<file path="config.mk">
export PLATFORM = sky130hd
export DESIGN_NAME = axis_rr_packet_arbiter
export DESIGN_NICKNAME = d
export VERILOG_FILES = /design/src/rtl/axis_rr_packet_arbiter.sv
export SDC_FILE = /design/constraint.sdc
export NUM_CORES = 1
export LEC_CHECK = 0
export ABC_AREA = 1
export BUFFER_PORTS_ARGS = -buffer_cell sky130_fd_sc_hd__buf_2
export CAP_MARGIN = 20
export CORE_AREA = 2 2 39 41
export DETAILED_ROUTE_END_ITERATION = 16
export DIE_AREA = 0 0 41 43
export PLACE_DENSITY = 0.74
export SLEW_MARGIN = 20
export SYNTH_ARGS = -nofsm -noshare
export SYNTH_HDL_FRONTEND = slang
export SYNTH_SLANG_ARGS = --single-unit
</file>
<file path="constraint.sdc">
create_clock -name clk -period 1.4 [get_ports clk]
set_input_delay 0 -clock clk [delete_from_list [all_inputs] [get_ports clk]]
set_output_delay 0 -clock clk [all_outputs]
set_load 0.05 [all_outputs]
</file>
<file path="src/rtl/axis_rr_packet_arbiter.sv">
// axis_rr_packet_arbiter
// Packet-granular round-robin multiplexer of NUM_IN AXI-Stream sources onto a
// single AXI-Stream sink. No storage: the granted source is steered to the sink
// combinationally, and every other source sees tready=0 until the owner's tlast
// beat has been accepted.
//
// Optional idle-lock timeout: define AXIS_ARB_TIMEOUT_EN to release a lock whose
// owner has held tvalid low for TIMEOUT_CYCLES consecutive cycles.
//
// Handshake: a beat moves on a cycle where tvalid and tready are both high on the
// same interface. The arbiter never touches a source's tvalid/tdata/tlast; it only
// chooses which source reaches the sink and gates each source's tready.
//
// FSM state is visible on grant_valid (high exactly while LOCKED).
module axis_rr_packet_arbiter #(
    parameter int NUM_IN         = 2,
    parameter int AXIS_BYTES     = 1,
    parameter int TIMEOUT_CYCLES = 1024
) (
    input  logic                           clk,
    input  logic                           sresetn,
    output logic [NUM_IN-1:0]              s_axis_tready,
    input  logic [NUM_IN-1:0]              s_axis_tvalid,
    input  logic [NUM_IN-1:0]              s_axis_tlast,
    input  logic [NUM_IN*8*AXIS_BYTES-1:0] s_axis_tdata,
    input  logic                           m_axis_tready,
    output logic                           m_axis_tvalid,
    output logic                           m_axis_tlast,
    output logic [8*AXIS_BYTES-1:0]        m_axis_tdata,
    output logic                           grant_valid,
    output logic [$clog2(NUM_IN)-1:0]      grant_idx,
    output logic                           timeout_pulse
);

    localparam int            DW       = 8 * AXIS_BYTES;
    localparam int            IW       = $clog2(NUM_IN);
    localparam logic [IW-1:0] LAST_IDX = IW'(NUM_IN - 1);

    typedef enum logic {
        IDLE   = 1'b0,
        LOCKED = 1'b1
    } state_t;

    state_t        state;
    state_t        state_nxt;
    logic [IW-1:0] ptr;
    logic [IW-1:0] ptr_nxt;
    logic [IW-1:0] idx_nxt;
    logic [IW-1:0] sel;
    logic [IW-1:0] grant_inc;
    logic          any_req;
    logic          fwd_valid;
    logic          fwd_last;
    logic [DW-1:0] fwd_data;
    logic          tmo;

    if (NUM_IN < 2 || NUM_IN > 8) begin : g_chk_num_in
        $error("axis_rr_packet_arbiter: NUM_IN must be within 2..8");
    end
    if (TIMEOUT_CYCLES < 2) begin : g_chk_timeout
        $error("axis_rr_packet_arbiter: TIMEOUT_CYCLES must be at least 2");
    end

    // Round-robin pick: the requesting source closest at-or-after the pointer.
    // Offsets are walked from farthest to nearest so the nearest one wins.
    always_comb begin
        sel     = '0;
        any_req = 1'b0;
        for (int k = NUM_IN - 1; k >= 0; k--) begin
            for (int i = 0; i < NUM_IN; i++) begin
                if (s_axis_tvalid[i] &&
                    ((int'(ptr) + k == i) || (int'(ptr) + k == i + NUM_IN))) begin
                    sel     = IW'(i);
                    any_req = 1'b1;
                end
            end
        end
    end

    // Steer the granted source's beat toward the sink side.
    always_comb begin
        fwd_valid = 1'b0;
        fwd_last  = 1'b0;
        fwd_data  = '0;
        for (int i = 0; i < NUM_IN; i++) begin
            if (grant_idx == IW'(i)) begin
                fwd_valid = s_axis_tvalid[i];
                fwd_last  = s_axis_tlast[i];
                fwd_data  = s_axis_tdata[i*DW +: DW];
            end
        end
    end

    // Next state, pointer advance and per-state output gating.
    always_comb begin
        state_nxt     = state;
        ptr_nxt       = ptr;
        idx_nxt       = grant_idx;
        grant_inc     = (grant_idx == LAST_IDX) ? '0 : grant_idx + IW'(1);
        m_axis_tvalid = 1'b0;
        m_axis_tlast  = 1'b0;
        m_axis_tdata  = '0;
        s_axis_tready = '0;
        case (state)
            IDLE: begin
                if (any_req) begin
                    state_nxt = LOCKED;
                    idx_nxt   = sel;
                end
            end
            LOCKED: begin
                m_axis_tvalid = fwd_valid;
                m_axis_tlast  = fwd_last;
                m_axis_tdata  = fwd_data;
                for (int i = 0; i < NUM_IN; i++) begin
                    s_axis_tready[i] = (grant_idx == IW'(i)) && m_axis_tready;
                end
                // Release after the owner's tlast beat, or when the owner stalls out.
                if ((fwd_valid && m_axis_tready && fwd_last) || tmo) begin
                    state_nxt = IDLE;
                    ptr_nxt   = grant_inc;
                end
            end
            default: state_nxt = IDLE;
        endcase
    end

    // State, round-robin pointer and grant index registers.
    always_ff @(posedge clk) begin
        if (!sresetn) begin
            state     <= IDLE;
            ptr       <= '0;
            grant_idx <= '0;
        end else begin
            state     <= state_nxt;
            ptr       <= ptr_nxt;
            grant_idx <= idx_nxt;
        end
    end

    assign grant_valid = (state == LOCKED);

`ifdef AXIS_ARB_TIMEOUT_EN
    localparam int TCW = $clog2(TIMEOUT_CYCLES);

    logic [TCW-1:0] tcnt;

    // Expiry: the owner has now been silent for TIMEOUT_CYCLES cycles in a row.
    assign tmo = (state == LOCKED) && !fwd_valid &&
                 (tcnt == TCW'(TIMEOUT_CYCLES - 1));

    // Count consecutive silent cycles of the owner; any beat, expiry or IDLE clears.
    always_ff @(posedge clk) begin
        if (!sresetn || (state != LOCKED) || fwd_valid || tmo) begin
            tcnt <= '0;
        end else begin
            tcnt <= tcnt + TCW'(1);
        end
    end

    assign timeout_pulse = tmo;
`else
    assign tmo           = 1'b0;
    assign timeout_pulse = 1'b0;
`endif

endmodule

</file>
# Yosys cells after proc, flatten, opt, wreduce, memory -nomap -nowiden
# Cells that the tools add are included.
[word_totals] register_bits=3 in_bits=23 output_inout_bits=15 word_cells=42
[op_classes] addsub=2 n_eq_ne=3 mux=18 n_bitwise=2 reduce_logical=14
[op_table] op="$logic_not A32 Y1" n=2
[op_table] op="$eq A32 B2 Y1 const B" n=1
[op_table] op="$eq A32 B3 Y1 const B" n=1
[op_table] op="$mux W8" n=2
[op_table] op="$mux W1" n=14
[op_table] op="$logic_and A1 B1 Y1" n=8
[op_table] op="$reduce_and A2 Y1" n=2
[op_table] op="$add A1 B1 Y2 const B" n=1
[op_table] op="$eq A2 B2 Y1 const B" n=1
[op_table] op="$logic_or A1 B1 Y1" n=2
[op_table] op="$mux W2" n=1
[op_table] op="$not A1 Y1" n=2
[op_table] op="$pmux W1 S2" n=1
[op_table] op="$add A1 B1 Y1 const B" n=1

# Depth between registers and ports, before layout
# Gate-level depths: netlist of the first run.
[logic_depth] depth_word=10 mapped_depth=7 ltp_nobuf=7

# Least setup slack after synthesis of the first run
# Ideal clock, no wire load.
[synth_path] path_kind="register to output" from="register grant_idx" to="output m_axis_tdata[0]" arrival_ns=1.827 t_required_ns=1.400 path_slack_ns=-0.427 path_stages_with_launch=4 path_buffers=1 cell_sequence="dfxtp_1 -> buf_2 -> nand2_1 -> a21oi_1"
[synth_via] elab_chain_cells=2
[synth_lines] element="from (decl)" line_no="31" rtl="output logic [$clog2(NUM_IN)-1:0] grant_idx,"
[synth_lines] element="from (signal assigned)" line_no="137" rtl="grant_idx <= idx_nxt;"
[synth_lines] element="$mux W8" line_no="86" rtl="if (grant_idx == IW'(i)) begin"
[synth_lines] element="$mux W8" line_no="104" rtl="case (state)"
[synth_lines] element="to (decl)" line_no="29" rtl="output logic [8*AXIS_BYTES-1:0] m_axis_tdata,"
# Every way passes these cells.

# Worst setup path after layout of the first run
[layout_path] from="register grant_idx" to="output m_axis_tvalid"
[layout_via] elab_chain_cells=2
[layout_lines] element="$mux W1" line_no="86"
[layout_lines] element="$mux W1" line_no="104"
[layout_lines] element="to (decl)" line_no="27" rtl="output logic m_axis_tvalid,"
# Every way passes these cells.

==> results of run 1 <==
==> final cells by class <==
cell class / instances / area, sq um
Fill cell: 162 / 791
Multi-Input combinational cell: 52 / 264
Timing Repair Buffer: 37 / 190
Sequential cell: 3 / 62.6
Inverter: 8 / 30.0
Clock buffer: 4 / 26.3
Tap cell: 16 / 20.0
==> worst max-delay path, delay by kind of cell, from the launching register on <==
family	cells	cell delay [ps]
flops	1	390
buf+inv	2	360
simple gates	3	270
==> cells in the final DEF (no fill, tap or decap), drive strengths merged <==
| cell | n |
|---|---|
| o21ai | 2 |
| conb | 1 |
| clkbuf | 5 |
| nor2 | 8 |
| nand2 | 26 |
| dfxtp | 3 |
| o211ai | 1 |
| buf | 36 |
| a21oi | 8 |
| inv | 8 |
| nand3 | 6 |
==> power by group <==
group / switching, uW / total, uW / internal [uW]
combinational: 175 / 245 / 69.9
clock: 49.2 / 156 / 107
sequential: 8.97 / 101 / 92.1
total: 233 / 502 / 269
==> worst max-delay path by stage <==
stage | startpoint | to | slack, ps
3_3_place_gp | grant_idx$_SDFFE_PN0P_ | m_axis_tdata[4] | 400
4_1_cts | grant_idx$_SDFFE_PN0P_ | m_axis_tvalid | 90
6_report | grant_idx$_SDFFE_PN0P_ | m_axis_tvalid | 140
5_1_grt | grant_idx$_SDFFE_PN0P_ | m_axis_tdata[1] | 30
3_5_place_dp | grant_idx$_SDFFE_PN0P_ | ptr$_SDFFE_PN0P_ | 340
2_1_floorplan | grant_idx$_SDFFE_PN0P_ | s_axis_tready[0] | 30
==> Yosys cell counts <==
cell type  instances
a21oi_1            8
buf_2              1
buf_4              1
buf_6              1
conb_1             1
dfxtp_1            3
inv_1              6
inv_2              2
nand2_1           25
nand2_2            1
nand3_1            6
nor2_1             7
nor2_2             1
o211ai_2           1
o21ai_0            2
==> flip-flops by register name, indices dropped and copies added, names as in the netlist <==
name / cells
grant_idx: 1
grant_valid: 1
ptr: 1
==> per-stage QoR <==
step / cells / hold slack [ps] / area [sq um]
finish: 120 / 13.1 / 593
global placement: 116 / 250 / 564
floorplan: 66 / 121 / 380
CTS: 120 / 6.07 / 591
global route: 120 / 27.8 / 593
detailed placement: 116 / 258 / 564
==> cell families after synthesis <==
| logic type | count (synthesis) |
|---|---|
| AND/OR/NAND/NOR | 40 |
| AO/OA/AOI/OAI | 11 |
| buffers and inverters | 11 |
| flip-flops | 3 |
| other | 1 |
==> routing by layer <==
layer | vias to the layer above | share of wire
li1 | 281 | -
met1 | 226 | 0.38
met5 | - | 0
met4 | 0 | 0.017
met2 | 26 | 0.49
met3 | 2 | 0.12
==> results.md, run 1 <==
* Main combinational cell family by area after synthesis: simple AND/OR/NAND/NOR gates
* WP data arrival at 1260 ps
* Sequential area share after synthesis at 0.175
* Fmax at 0.793 GHz
* Status: finished, final reports clean
* Synth Area in Simple Gates at 0.474
* Final setup fails at 0
* TritonCTS buffer count at 3
* Hold-fix buffers at CTS at 0
* Crit path launch type: register
* Worst hold path endpoint: ptr$_SDFFE_PN0P_
* Most used cell, CP: nand2_1
* Routed len/inst at 9.05 um
* DR DRC count at 0
* Ratio of cells with drive above 1 in the final layout at 0.548
* Synth-to-layout area growth at 73.0%
* Port Buffers at 36
* Power per cell area at 847 nW/um^2
* GPL Wtd Cong at 0.775
* Avg Cell Area, Syn at 5.19 sq um
* Worst VDD drop at 0.479 mV
* WS Path Type: register to output port
* Skew final at 6.71 ps
* Row cnt at 14
* Vias/cell at 4.46
* Met1 GRT Util at 0.160
* Synth Area in Compound Gates at 0.182
* Crit. End Element: output port
* CTS resizes at 0
* First-pass GRT wire length at 1740 um
* Min Tclk post-route at 1260 ps
* TNS Setup at 0 ps
* Final wirelength at 1090 um
* Reg2Reg Depth at 7
* Core region area at 1380 sq um
* Synth top area cells: nand2_1, dfxtp_1, a21oi_1, nand3_1, nor2_1
* Reg2reg setup slack at 340 ps
* Clk root buf: clkbuf_4
* Setup Buffers After CTS at 0
* Multiplexer share of the synthesized area at 0
* Die footprint at 1760 sq um
* Maxcap violations at 0
* All-Layer GR Usage at 0.144
* Adder-cell area share of the yosys netlist at 0
* Antenna violations before repair at 0
* Top Usage Layer GRT: met2
* DR pass1 iterations at 4
* Slowest cell on crit path: dfxtp_2
* Die height at 43 um
* Min-delay src: sresetn
* H-tree Lvls at 1
* Util after Layout at 0.429
* GR Overflow Total at 0
* RSZ-0062 raised after global routing: no
* CTS tree: built
* # clock sinks at 3
* Leakage power at 0.000350 uW
* Endpoints failing hold at 0
* GR met2 Demand/Resource at 0.216
* Number of global-route vias before repair at 474
* DIE WIDTH at 41 um
* Crit Path Max Fanout at 13
* IO Pins at 38
* Bufs on Longest Clock Path at 2
* Synth Warn # at 0
* Synth top area share at 0.274
* Worst-path clk slew at 40 ps
* Worst skew pair latency at 240 ps
* Worst-path cell chain: inv_2, nand2_1, nand2_1, nor2_2, clkbuf_4
* Cell Area, Synth at 343 sq um
* Reg-to-Reg Start: grant_idx$_SDFFE_PN0P_
* Yosys reg bits at 3
* 1st-iter DRT viols at 8
* Worst endpoint required time at 1400 ps
* Final WS setup at 140 ps
* Pre-CTS setup slack at 343 ps
* Routed via count at 535
* Nets at 128
* Synthesized instance count at 66
* Pwr Total at 502 uW
* Routing usage on met3 at 0.0628
* Reg2Reg Capture Point: ptr$_SDFFE_PN0P_
* Largest net degree at the start of global routing at 14
* Cell taking the most area after synthesis: nand2_1
* Post-DP HPWL at 933 um
* Initial Util at 0.248
* CP max stage delay at 390 ps
* Final Cycle Share at 0.900
* Xor and xnor area share after synthesis at 0
* Syn nets at 89
* Hold Path Stages at 3
* Distinct cell type count after synthesis at 15
* Post-route ant nets at 0
* Max Slew Vio Count at 0
* Hold Path Class: primary input to register
* Ant. Diodes at 0
Note: power is estimated with default switching activity, not from simulation.
==> run 2: changes to the inputs <==
==> constraint.sdc (replaced) <==
create_clock -name clk -period 1.41 [get_ports clk]
set_input_delay 0.2115 -clock clk [delete_from_list [all_inputs] [get_ports clk]]
set_output_delay 0.2115 -clock clk [all_outputs]
set_load 0.05 [all_outputs]
==> run 2 against run 1 <==
Largest cell class unchanged. Routed wire length grew 18%. Cell count grew 0.83%. Register-to-register slack gained 30 ps. Sequential share of layout area shrank 2.0 points. Via count grew 3.9%. Combinational power grew 25%. Total power grew 11%. Global-route usage shrank 0.49 points.
==> results.md, run 2 (synthesis results as in run 1) <==
* CP max stage delay at 350 ps (was 390 ps)
* Final Instance Area at 733 sq um (was 593 sq um)
* Port Buffers at 36 (unchanged)
* All-Layer GR Usage at 0.140 (was 0.144)
* Max Slew Vio Count at 0 (unchanged)
* Reg2Reg Depth at 7 (unchanged)
* Worst-path cell chain: buf_4, nand2_1, a21oi_4, buf_6 (was inv_2, nand2_1, nand2_1, nor2_2, clkbuf_4)
* First-pass GRT wire length at 1670 um (was 1740 um)
* FF/Latch Area at 62.6 sq um (unchanged)
* Register share of total power at 0.179 (was 0.201)
* Power per cell area at 759 nW/um^2 (was 847 nW/um^2)
* Worst VDD drop at 0.450 mV (was 0.479 mV)
* Endpoints failing hold at 0 (unchanged)
* Commonest cells after routing, fill and taps aside: buf_2, nand2_1, a21oi_4, buf_6 (was buf_2, nand2_1, a21oi_2)
* Crit Path Max Fanout at 8 (was 13)
* Clk root buf: clkbuf_4 (unchanged)
* Nets at 129 (was 128)
* Area of the multi-input gates at 339 sq um (was 264 sq um)
* Reg2Reg Capture Point: ptr$_SDFFE_PN0P_ (unchanged)
* TritonCTS buffer count at 3 (unchanged)
* Slowest cell on crit path: dfxtp_2 (unchanged)
* WP data arrival at 1170 ps (was 1260 ps)
* Fmax at 0.722 GHz
* Die footprint at 1760 sq um (unchanged)
* Min Tclk post-route at 1380 ps
* Maxcap violations at 0 (unchanged)
* Ratio of cells with drive above 1 in the final layout at 0.571 (was 0.548)
* Worst-path clk slew at 40 ps (about the same)
* Row cnt at 14 (unchanged)
* Worst skew pair latency at 230 ps (was 240 ps)
* Placed instance area at 644 sq um (was 564 sq um)
* RSZ-0062 raised after global routing: yes (was no)
* Status: finished, final reports clean (unchanged)
* CTS tree: built (unchanged)
* Largest net degree at the start of global routing at 14 (unchanged)
* WS Path Type: register to output port (unchanged)
* Util after Layout at 0.530 (was 0.429)
* Reg2reg setup slack at 370 ps (was 340 ps)
* Die height at 43 um (unchanged)
* Clock power share at 0.269 (was 0.311)
* Antenna violations before repair at 0 (unchanged)
* H-tree Lvls at 1 (unchanged)
* Vias/cell at 4.60 (was 4.46)
* Crit path launch type: register (unchanged)
* GPL Wtd Cong at 0.798 (was 0.775)
* Final Cycle Share at 0.982
* Final wirelength at 1280 um (was 1090 um)
* Crit. End Element: output port (unchanged)
* Initial Util at 0.248 (unchanged)
* Worst endpoint required time at 1200 ps (was 1400 ps)
* Final setup fails at 0 (unchanged)
* Skew final at 1.57 ps (was 6.71 ps)
* Routed len/inst at 10.6 um (was 9.05 um)
* Most common cell after layout, fill and taps aside: buf_2 (unchanged)
* DR pass1 iterations at 4 (unchanged)
* Hold Path Class: primary input to register (unchanged)
* DIE WIDTH at 41 um (unchanged)
* GR Overflow Total at 0 (unchanged)
* Internal power at 302 uW (was 269 uW)
* Synth-to-layout area growth at 114% (was 73.0%)
* IO Pins at 38 (unchanged)
* Setup crit end: m_axis_tdata[5] (was m_axis_tvalid)
* CP Launch Point: grant_idx$_SDFFE_PN0P_ (unchanged)
* NetSw at 254 uW (was 233 uW)
* Fill cells at 143 (was 162)
* Core region area at 1380 sq um (unchanged)
* DR DRC count at 0 (unchanged)
* 1st-iter DRT viols at 15 (was 8)
* Post-DP HPWL at 947 um (was 933 um)
* Bufs on Longest Clock Path at 2 (unchanged)
* Routed via count at 556 (was 535)
* Leakage power at 0.000375 uW (was 0.000350 uW)
* Sw frac at 0.457 (was 0.464)
* Post-route ant nets at 0 (unchanged)
* Logic gate share of total power at 0.551 (was 0.487)
* Reg-to-Reg Start: grant_idx$_SDFFE_PN0P_ (unchanged)
* Ant. Diodes at 0 (unchanged)
* # clock sinks at 3 (unchanged)
* Number of global-route vias before repair at 449 (was 474)
## run 2: cell types whose count changed in the layout (fill, tap and decap cells not counted), moves of 2 or more
cell,change
a21oi_4,+8
buf_4,+2
inv_4,+2
nor2_4,+2
a21oi_2,-8
buf_2,-9
inv_2,-2
buf_6,+8
## run 2: per-stage QoR
| step | hold slack [ps] | total power, uW | std cells | TNS [ps] | setup slack, ps |
|---|---|---|---|---|---|
| after floorplan | 332 | 312 | 66 | -15.9 | -15.9 |
| after global placement | 460 | 373 | 117 | 0 | 188 |
| after detailed placement | 456 | 377 | 117 | 0 | 159 |
| after CTS | 220 | 550 | 121 | 0 | 7.46 |
| after global routing | 236 | 595 | 121 | -52.5 | -26.7 |
| final | 226 | 556 | 121 | 0 | 25.3 |
## run 2: power by group through the flow
stage / Clock (uW) / Combinational, uW / Sequential [uW]
after global routing: 167 / 327 / 101
after CTS: 159 / 291 / 99.9
after detailed placement: 0 / 277 / 100
after floorplan: 0 / 198 / 113
final: 150 / 307 / 99.9
after global placement: 0 / 274 / 99.5
## run 2: worst max-delay path: cells and delay by family (launching register included)
kind            cells  cell delay, ps
compound gates      1             150
simple gates        1             110
buf+inv             2             330
flops               1             350
## run 2: metal layers
metal | GRT usage | vias to the layer above | wire (um)
li1 | - | 282 | -
met1 | 0.145 | 239 | 462
met2 | 0.234 | 35 | 651
met3 | 0.0681 | 0 | 166
met4 | 0.0400 | 0 | 0
met5 | 0 | - | 0
## run 2: area by class of cell
class                           count  area share
Timing Repair Buffer               38       0.341
Sequential cell                     3      0.0853
Clock buffer                        4      0.0358
Multi-Input combinational cell     52       0.462
Inverter                            8      0.0478
Tap cell                           16      0.0273
## run 2: how the worst min path moves through the flow
stage | slack [ps] | end | depth (start not counted) | start
floorplan | 330 | ptr$_SDFFE_PN0P_ | 2 | sresetn
global placement | 460 | ptr$_SDFFE_PN0P_ | 2 | ptr$_SDFFE_PN0P_
detailed placement | 460 | grant_idx$_SDFFE_PN0P_ | 3 | sresetn
CTS | 220 | grant_idx$_SDFFE_PN0P_ | 3 | sresetn
global route | 240 | grant_idx$_SDFFE_PN0P_ | 3 | sresetn
finish | 230 | grant_idx$_SDFFE_PN0P_ | 3 | sresetn
## run 2: timing repair
action                     4_1_cts  5_1_grt
hold endpoints to repair         0        0
resized for setup               11       10
setup endpoints to repair       10        9
hold buffers                     0        0
buffers inserted                 0        0
==> run 3: changes to the inputs <==
ABC_AREA = unset   (was 1)
PLACE_DENSITY = 0.72   (was 0.74)
==> run 3 against run 2 <==
The run now ends with setup timing left. Combinational power up 25%. Cell count down 15%. Area after synthesis down 8.8%. Worst hold slack better by 11 ps. Global-route usage up 3.1 points. Sequential share of layout area down 1.3 points. Total power up 15%. Cell area up 22%. Maximum frequency down 3.6%.
==> results.md, run 3 <==
* Status: finished, violations left (was finished, final reports clean)
* Failing checks: setup timing
* GPL Wtd Cong at 0.646 (was 0.798)
* Final wirelength at 1210 um (was 1280 um)
* Cell taking the most area after synthesis: mux2i_1 (was nand2_1)
* Post-synth top flop: dfxtp_1 (unchanged)
* Clk root buf: clkbuf_4 (unchanged)
* Util after Layout at 0.647 (was 0.530)
* Min Tclk post-route at 1440 ps (was 1380 ps)
* Cell Area, Synth at 313 sq um (was 343 sq um)
* First-pass GRT wire length at 1990 um (was 1670 um)
* Crit Path Max Fanout at 5 (was 8)
* Synth async-reset ratio at 0 (unchanged)
* Sequential area share after synthesis at 0.192 (was 0.175)
* Number of global-route vias before repair at 475 (was 449)
* Synthesized instance count at 42 (was 66)
* Ratio of cells with drive above 1 in the final layout at 0.851 (was 0.571)
* IO Pins at 38 (unchanged)
* Reg-to-Reg Start: grant_idx$_SDFFE_PN0P_ (unchanged)
* Reg2Reg Capture Point: ptr$_SDFFE_PN0P_ (unchanged)
* Distinct cell type count after synthesis at 16 (was 15)
* Reg2reg setup slack at 10 ps (was 370 ps)
* Worst-path clk slew at 40 ps (about the same)
* Number of synthesized flops with an enable pin at 0 (unchanged)
* Main combinational cell family by area after synthesis: multiplexers (was simple AND/OR/NAND/NOR gates)
* RSZ-0062 raised after global routing: yes (unchanged)
* Xor and xnor area share after synthesis at 0 (unchanged)
* Leakage power at 0.000376 uW (was 0.000375 uW)
* TNS Setup at -29.5 ps (was 0 ps)
* Worst skew pair latency at 240 ps (was 230 ps)
* Endpoints failing hold at 0 (unchanged)
* Reg2Reg Depth at 5 (was 7)
* Crit path launch type: register (unchanged)
* Max Slew Vio Count at 0 (unchanged)
* H-tree Lvls at 1 (unchanged)
* Pwr Total at 641 uW (was 556 uW)
* Adder-cell area share of the yosys netlist at 0 (unchanged)
* Routed len/inst at 11.7 um (was 10.6 um)
* Final setup fails at 2 (was 0)
* Initial Util at 0.226 (was 0.248)
* Synth-to-layout area growth at 186% (was 114%)
* Skew final at 2.12 ps (was 1.57 ps)
* All-Layer GR Usage at 0.171 (was 0.140)
* # clock sinks at 3 (unchanged)
* Final WS setup at -27.1 ps (was 25.3 ps)
* Synth Area in Simple Gates at 0.256 (was 0.474)
* WS Path Type: register to output port (unchanged)
* Post-route ant nets at 0 (unchanged)
* Post-DP HPWL at 813 um (was 947 um)
* Most common cell after layout, fill and taps aside: buf_2 (unchanged)
* Antenna violations before repair at 0 (unchanged)
* WP data arrival at 1230 ps (was 1170 ps)
* Commonest cells after routing, fill and taps aside: buf_2, buf_6, mux2i_4, nor2_4 (was buf_2, nand2_1, a21oi_4, buf_6)
* Fmax at 0.696 GHz (was 0.722 GHz)
* Routed via count at 463 (was 556)
* DR DRC count at 0 (unchanged)
* Row cnt at 14 (unchanged)
* Placed cells at 92 (was 117)
* Fill cells at 120 (was 143)
* Die height at 43 um (unchanged)
* TritonCTS buffer count at 3 (unchanged)
* Port Buffers at 36 (unchanged)
* Core region area at 1380 sq um (unchanged)
* Hold Path Class: primary input to register (unchanged)
* Layout Cells excl Fill at 103 (was 121)
* Crit. End Element: output port (unchanged)
* Die footprint at 1760 sq um (unchanged)
* Ant. Diodes at 0 (unchanged)
* 1st-iter DRT viols at 1 (was 15)
* CTS tree: built (unchanged)
* Worst hold path endpoint: grant_valid$_SDFF_PN0_ (was grant_idx$_SDFFE_PN0P_)
* Synth Area in Compound Gates at 0.0880 (was 0.182)
* Maxcap violations at 0 (unchanged)
* Largest net degree at the start of global routing at 7 (was 14)
* Bufs on Longest Clock Path at 2 (unchanged)
* Syn nets at 65 (was 89)
* Synth top area share at 0.352 (was 0.274)
* Synth cell count leaders: nor2_1, mux2i_1, dfxtp_1 (was nand2_1, a21oi_1, nor2_1, inv_1, nand3_1)
* Vias/cell at 4.50 (was 4.60)
* GR Overflow Total at 0 (unchanged)
* Synth Warn # at 0 (unchanged)
* Yosys reg bits at 3 (unchanged)
* Worst VDD drop at 0.506 mV (was 0.450 mV)
* Nets at 111 (was 129)
* Multiplexer share of the synthesized area at 0.352 (was 0)
* DR pass1 iterations at 4 (unchanged)
* Avg Cell Area, Syn at 7.45 sq um (was 5.19 sq um)
* Final Cycle Share at 1.02 (was 0.982)
* Hold Path Stages at 3 (unchanged)
* Hold Slack at 237 ps (was 226 ps)
* DIE WIDTH at 41 um (unchanged)
* Worst endpoint required time at 1200 ps (about the same)
* Min-delay src: sresetn (unchanged)
* Power per cell area at 715 nW/um^2 (was 759 nW/um^2)
* Most common cell in the netlist: nor2_1 (was nand2_1)
* Synth top area cells: mux2i_1, dfxtp_1, nor2_1, buf_4, nor4b_2 (was nand2_1, dfxtp_1, a21oi_1, nand3_1, nor2_1)
run 3: layout make-up:
class	count	area [sq um]	area share
multi-input cells	33	434	0.485
repair buffers	45	343	0.383
flip-flops and latches	3	65.1	0.0726
clock buffers	4	26.3	0.0293
well taps	16	20.0	0.0223
inverters	2	7.51	0.00838
run 3: kinds of logic (layout without fill, tap and decap cells):
family / count (synthesis) / in the layout
compound gates: 4 / 4
buf+inv: 6 / 51
flops: 3 / 3
mux: 11 / 11
other cells: 1 / 1
simple gates: 17 / 17
run 3: worst max-delay path, stage by stage (launching register included):
cell	delay, ps
dfxtp_4	380
buf_6	130
mux2i_4	290
nor2_4	40
buf_6	150
run 3: worst max path at each step:
stage	cells past startpoint	slack, ps	start	end
after floorplan	3	6	grant_valid$_SDFF_PN0_	m_axis_tdata[0]
after global placement	3	100	grant_idx$_SDFFE_PN0P_	m_axis_tlast
after detailed placement	3	60	grant_idx$_SDFFE_PN0P_	m_axis_tlast
after CTS	4	-3	grant_idx$_SDFFE_PN0P_	m_axis_tlast
after global routing	4	-90	grant_idx$_SDFFE_PN0P_	m_axis_tlast
final	4	-30	grant_idx$_SDFFE_PN0P_	m_axis_tlast
run 3: routing by layer:
metal	vias up	GRT usage	part of all wire
met1	214	0.184	0.33
met4	0	0.0800	0.0083
met2	15	0.288	0.62
met3	2	0.0471	0.042
met5	-	0	0
li1	232	-	-
run 3: where the power goes:
part	switching [uW]	internal (uW)	total, uW
combinational	216	166	383
sequential	7.72	90.3	98.0
clock	53.2	107	160
total	277	363	641
run 3: through the flow:
step                instance area [sq um]  setup slack (ps)
detailed placement                    588              64.3
floorplan                             403              6.12
global placement                      588              97.1
finish                                896             -27.1
CTS                                   873             -3.45
global route                          896             -85.4
run 3: what timing repair did:
action / 4_1_cts / 5_1_grt
resized for setup: 46 / 6
endpoints found under the setup margin: 10 / 12
hold buffers: 0 / 0
buffers inserted: 7 / 0
pin swaps: 6 / 4
gates cloned: 0 / 0
